**src/rtl/flatten_pkg.sv**
```systemverilog
// flatten_pkg: shared state type and counter sizing for the flatten scheduler
package flatten_pkg;
  typedef enum logic [1:0] {IDLE, ISSUE, DRAIN} state_t;
  function automatic int cnt_w(input int m);
    return m > 1 ? $clog2(m) : 1;
  endfunction
endpackage

```
**src/rtl/mod_counter.sv**
```systemverilog
// mod_counter: enabled modulo counter, wrap_o flags the enabled terminal count
module mod_counter import flatten_pkg::*; #(
  parameter int Modulus = 2
) (
  input  logic                      clk,
  input  logic                      res_n,
  input  logic                      en_i,
  output logic [cnt_w(Modulus)-1:0] cnt_o,
  output logic                      wrap_o
);
  localparam int W = cnt_w(Modulus);
  logic [W-1:0] cnt_q, cnt_d;
  assign wrap_o = en_i && cnt_q == W'(Modulus - 1);
  assign cnt_d  = wrap_o ? '0 : cnt_q + W'(en_i);
  assign cnt_o  = cnt_q;
  always_ff @(posedge clk or negedge res_n)
    if (!res_n) cnt_q <= '0;
    else        cnt_q <= cnt_d;
endmodule

```
**src/rtl/flatten_scheduler.sv**
```systemverilog
// flatten_scheduler: slices each accepted pixel group into NumOfInputs-wide slots
// for the flattening layer, then drains the layer with zero-data slots.
module flatten_scheduler import flatten_pkg::*; #(
  parameter int BitSize        = 4,
  parameter int ImageSize      = 4,
  parameter int NumOfImages    = 4,
  parameter int NumOfInputs    = 2,
  parameter int CyclesPerPixel = 2
) (
  input  logic                             clk,
  input  logic                             res_n,
  input  logic                             start,
  input  logic                             in_valid,
  output logic                             in_ready,
  input  logic [NumOfImages*BitSize-1:0]   in_data,
  output logic [NumOfImages-1:0]           fl_valid,
  output logic [NumOfInputs*BitSize-1:0]   fl_data,
  input  logic                             fl_out_valid,
  output logic                             fl_out_ready,
  input  logic                             ds_ready,
  output logic                             busy,
  output logic                             done
);
  localparam int GW = NumOfInputs * BitSize;
  localparam int SW = cnt_w(CyclesPerPixel);
  localparam int PW = cnt_w(ImageSize);

  if (CyclesPerPixel != NumOfImages / NumOfInputs || NumOfImages % NumOfInputs != 0) begin : g_bad_cfg
    $error("flatten_scheduler: CyclesPerPixel must equal NumOfImages/NumOfInputs");
  end

  state_t                       state_q, state_d;
  logic                         held_q, held_d;
  logic [NumOfImages*BitSize-1:0] data_q, data_d;
  logic                         done_q, done_d;
  logic [SW-1:0]                slot;
  logic [PW-1:0]                pix;
  logic                         stall, slot_en, slot_wrap, pix_wrap, slot_last, pix_last, accept;

  mod_counter #(.Modulus(CyclesPerPixel)) u_slot (
    .clk(clk), .res_n(res_n), .en_i(slot_en), .cnt_o(slot), .wrap_o(slot_wrap)
  );
  mod_counter #(.Modulus(ImageSize)) u_pix (
    .clk(clk), .res_n(res_n), .en_i(slot_wrap), .cnt_o(pix), .wrap_o(pix_wrap)
  );

  assign stall        = fl_out_valid && !ds_ready;
  assign fl_out_ready = ds_ready;
  assign slot_last    = slot == SW'(CyclesPerPixel - 1);
  assign pix_last     = pix == PW'(ImageSize - 1);
  assign slot_en      = !stall && (state_q == DRAIN || (state_q == ISSUE && held_q));
  // The final pixel's group must not overlap a new acceptance: nothing would ever issue it.
  assign in_ready     = state_q == ISSUE && !stall && (!held_q || (slot_last && !pix_last));
  assign accept       = in_valid && in_ready;
  assign busy         = state_q != IDLE;
  assign done         = done_q;
  assign fl_valid     = slot_en ? NumOfImages'({NumOfInputs{1'b1}}) << (NumOfInputs * int'(slot)) : '0;
  assign fl_data      = (state_q == ISSUE && held_q) ? data_q[int'(slot)*GW +: GW] : '0;

  always_comb begin
    state_d = state_q;
    held_d  = (state_q == ISSUE && slot_wrap) ? 1'b0 : held_q;
    data_d  = accept ? in_data : data_q;
    done_d  = pix_wrap && state_q == DRAIN;
    if (accept) held_d = 1'b1;
    if (state_q == IDLE && start && !done_q) state_d = ISSUE;
    if (pix_wrap) state_d = state_q == ISSUE ? DRAIN : IDLE;
  end

  always_ff @(posedge clk or negedge res_n)
    if (!res_n) begin
      state_q <= IDLE;
      held_q  <= 1'b0;
      data_q  <= '0;
      done_q  <= 1'b0;
    end else begin
      state_q <= state_d;
      held_q  <= held_d;
      data_q  <= data_d;
      done_q  <= done_d;
    end
endmodule
```
**config.mk**
```make
export PLATFORM = sky130hd
export DESIGN_NAME = flatten_scheduler
export DESIGN_NICKNAME = d
export VERILOG_FILES = /design/src/rtl/flatten_pkg.sv /design/src/rtl/mod_counter.sv /design/src/rtl/flatten_scheduler.sv
export SDC_FILE = /design/constraint.sdc
export NUM_CORES = 1
export LEC_CHECK = 0
export CAP_MARGIN = 40
export CORE_MARGIN = 2
export CORE_UTILIZATION = 45
export CTS_CLUSTER_DIAMETER = 50
export DETAILED_ROUTE_END_ITERATION = 8
export DONT_BUFFER_PORTS = 1
export SETUP_SLACK_MARGIN = 0.05
export SLEW_MARGIN = 25
export SYNTH_ARGS = -nofsm -noshare
export SYNTH_HDL_FRONTEND = slang
export SYNTH_HIERARCHICAL = 1
export SYNTH_SLANG_ARGS = --single-unit
```
**constraint.sdc**
```tcl
create_clock -name clk -period 3.4 [get_ports clk]
set_input_delay 0.17 -clock clk [delete_from_list [all_inputs] [get_ports clk]]
set_output_delay 0.17 -clock clk [all_outputs]
set_load 0.05 [all_outputs]
```
==> results.json <==
{
  "status": "finished, final reports clean",
  "final_cells": 145,
  "cts_setup_buffers": 0,
  "crit_path_max_incr_delay_ns": 0.44,
  "core_area_um2": 2450,
  "rows": 18,
  "synth_top_area_share_pct": 49.6,
  "async_flop_share_pct": 100,
  "place_inst": 123,
  "synthTopCellsByCount": "sky130_fd_sc_hd__dfrtp_1 (23), sky130_fd_sc_hd__nor2_1 (11), sky130_fd_sc_hd__mux2_4 (9)",
  "netlist_top_cells_area": "sky130_fd_sc_hd__dfrtp_1 (50%), sky130_fd_sc_hd__mux2_4 (12%), sky130_fd_sc_hd__mux2_2 (7.8%)",
  "worst_ep_arrival_time_ns": 2.04,
  "drt_pass1_iterations": 2,
  "worst_path_max_delay_cell": "sky130_fd_sc_hd__dfrtp_1",
  "detail_route.wirelength_um": 2080,
  "synth_simple_gate_area_share_pct": 11.6,
  "adder_cell_share_of_the_synthesized_area_pct": 2.16,
  "portbufs": 0,
  "finalHoldViolations": 0,
  "cts_root_buf": "sky130_fd_sc_hd__clkbuf_4",
  "wire_length_of_the_first_global_routing_pass_um": 3240,
  "final.hold.worst_slack_ns": 0.0177,
  "synth-seq-cells": 23,
  "cellPowerDensity_nw_per_um2": 1100,
  "fmax_mhz": 453,
  "setup_viol_count_final": 0,
  "synth_compound_gate_area_share_pct": 6.36,
  "yosysMostFrequentCell": "sky130_fd_sc_hd__dfrtp_1",
  "post_drt_via_cell_ratio": 5.13,
  "synth-main-ff-cell": "sky130_fd_sc_hd__dfrtp_1",
  "ys_seq_area_share_pct": 49.6,
  "synth_largest_area_cell": "sky130_fd_sc_hd__dfrtp_1",
  "placement_stage_worst_setup_slack_ns": 1.26,
  "areaGrowthSynthToFinish_pct": 23.9,
  "first_global_vias": 760,
  "period_minus_slack_ns": 2.21,
  "cp_cell_sequence": "nand3b_1, a21boi_0, nor2b_2, buf_4",
  "final_global_route_overflow_total": 0,
  "synth_top_family_by_area": "multiplexers",
  "setup.worst_path.start_class": "flop",
  "setup_total_negative_slack_ns": 0,
  "route.detailed.drc": 0,
  "yosysUniqueCellTypes": 26,
  "worstSkewPairLatency_ns": 0.31,
  "fin_ws_ns": 1.19,
  "clkSlewWorstSetupHoldPaths_ns": 0.13,
  "synth.net_count": 112,
  "number_of_buffers_inserted_during_clock_tree_synthesis": 3,
  "synth-edff-count": 0,
  "synthesis.area_per_instance_um2": 13.2,
  "cts-htree-levels": 1,
  "syn-instance-count": 88,
  "dieWidth_um": 54.8,
  "tritoncts": "yes",
  "grt_usage_pct": 15.7,
  "drive_gt1_share_pct": 33.9,
  "yosys_warnings": 6,
  "crit_required_ns": 3.23,
  "ir_drop_uv": 726,
  "max_slew.worst_pin.slew_ns": 0.705,
  "ant_nets": 0,
  "critPathKind": "flop to output port",
  "drt-initial-drc-count": 4,
  "die-area_um2": 3000,
  "die_h_um": 54.8,
  "grt_max_degree": 24,
  "grt_antenna_before_repair": 0,
  "post_synth_mux_area_share_pct": 26.3,
  "max-slew-margin-rel_pct": 53.0,
  "floorplan.initialDensity_pct": 47.3,
  "routedWlPerCell_um": 14.3,
  "io_pins": 38,
  "detailedPlacementHpwl_um": 1370,
  "critical_path.endpoint_type": "output port",
  "fin_worst_skew_ns": 0.00843,
  "worst_hold_path_type": "input pin to flop",
  "final_net_count": 140,
  "antennaDiodeCount": 0,
  "gp_congestion": 0.774,
  "maxSlewViolCount": 0,
  "syn-cell-area_um2": 1160,
  "timing.final.crit_share_pct": 64.9,
  "worst-path-max-fanout": 9,
  "synthXorXnorAreaFrac_pct": 0,
  "leakage_uw": 0.000677,
  "cts.sinks": 23,
  "cts_buffer_depth": 2,
  "via_count_of_the_routed_design": 744,
  "maxCapViolations": 0,
  "grt_setup_unrepaired": "false"
}
-- per-stage QoR --
| stage | utilization (%) | instance area [um^2] | total power, uW |
|---|---|---|---|
| after floorplan | - | 1160 | 1280 |
| after global placement | 48.0 | 1180 | 1350 |
| after detailed placement | 50.4 | 1240 | 1450 |
| after CTS | 58.4 | 1430 | 1600 |
| after global routing | 58.6 | 1440 | 1690 |
| final | 58.6 | 1440 | 1590 |
-- critical path, delay by kind of cell (launching register included) --
kind | cells | cell delay, ns
AND/OR/NAND/NOR | 2 | 0.59
flip-flops | 1 | 0.44
AO/OA/AOI/OAI | 1 | 0.39
buffers and inverters | 1 | 0.30
-- worst paths after layout --
kind	startpoint	to	slack, ns	cells past startpoint
hold reg to reg	data_q[4]	data_q[4]	0.52	1
hold / removal	start	state_q[0]	0.02	2
max in group asynchronous	res_n	data_q[2]	2.70	2
setup reg to reg	state_q[1]	state_q[1]	1.26	5
setup / recovery	state_q[1]	fl_valid[1]	1.19	4
min in group asynchronous	res_n	done	0.35	2
-- per-layer routing --
layer	global-route usage (%)	part of all wire [%]	vias to the layer above
met1	17.8	41	365
li1	-	-	357
met2	27.0	53	18
met4	6.25	1.2	0
met5	0	0	-
met3	4.92	4.3	4
-- cells in the final DEF (no fill, tap or decap) --
cell,count
sky130_fd_sc_hd__a21boi_0,1
sky130_fd_sc_hd__a21boi_2,1
sky130_fd_sc_hd__a21oi_1,1
sky130_fd_sc_hd__and2_1,3
sky130_fd_sc_hd__and2b_2,1
sky130_fd_sc_hd__and3_4,1
sky130_fd_sc_hd__buf_2,1
sky130_fd_sc_hd__buf_4,10
sky130_fd_sc_hd__clkbuf_1,1
sky130_fd_sc_hd__clkbuf_4,3
sky130_fd_sc_hd__dfrtp_1,23
sky130_fd_sc_hd__dlygate4sd3_1,17
sky130_fd_sc_hd__ha_1,2
sky130_fd_sc_hd__inv_1,2
sky130_fd_sc_hd__mux2_2,8
sky130_fd_sc_hd__mux2_4,9
sky130_fd_sc_hd__mux2i_1,8
sky130_fd_sc_hd__nand2b_1,3
sky130_fd_sc_hd__nand3b_1,1
sky130_fd_sc_hd__nor2_1,11
sky130_fd_sc_hd__nor2b_2,2
sky130_fd_sc_hd__o2111ai_4,1
sky130_fd_sc_hd__o211a_1,1
sky130_fd_sc_hd__o21ai_0,1
sky130_fd_sc_hd__o21ai_2,1
sky130_fd_sc_hd__or2_2,1
sky130_fd_sc_hd__or2b_1,1
-- repair_timing --
action                    CTS  global route
hold endpoints to repair   39            23
hold buffers               17             1
resized for setup           0             0
-- sequential cells by signal (all words and copies together), names as in the netlist --
signal / flops
data_q: 16
u_slot/cnt_o: 1
held_q: 1
done: 1
state_q: 2
u_pix/cnt_o: 2
-- power breakdown --
group	internal, uW	total (uW)	switching [uW]	leakage [uW]
Combinational	386	949	563	0.000392
Clock	45.8	127	80.8	0.0000150
Sequential	406	512	106	0.000270
Total	837	1590	750	0.000677
-- logic make-up after synthesis --
group	after synthesis
AND/OR/NAND/NOR	24
multiplexers	25
AO/OA/AOI/OAI	7
buffers and inverters	7
adder cells (fa/ha/maj)	2
flip-flops	23
-- final cells by class --
type,count,area [um^2]
tap,30,37.5
timing repair buffer,28,250
multi-input combinational,58,542
inverter,2,7.51
sequential,23,576
clock buffer,4,26.3
fill,214,1020
(Power assumes the default switching activity.)
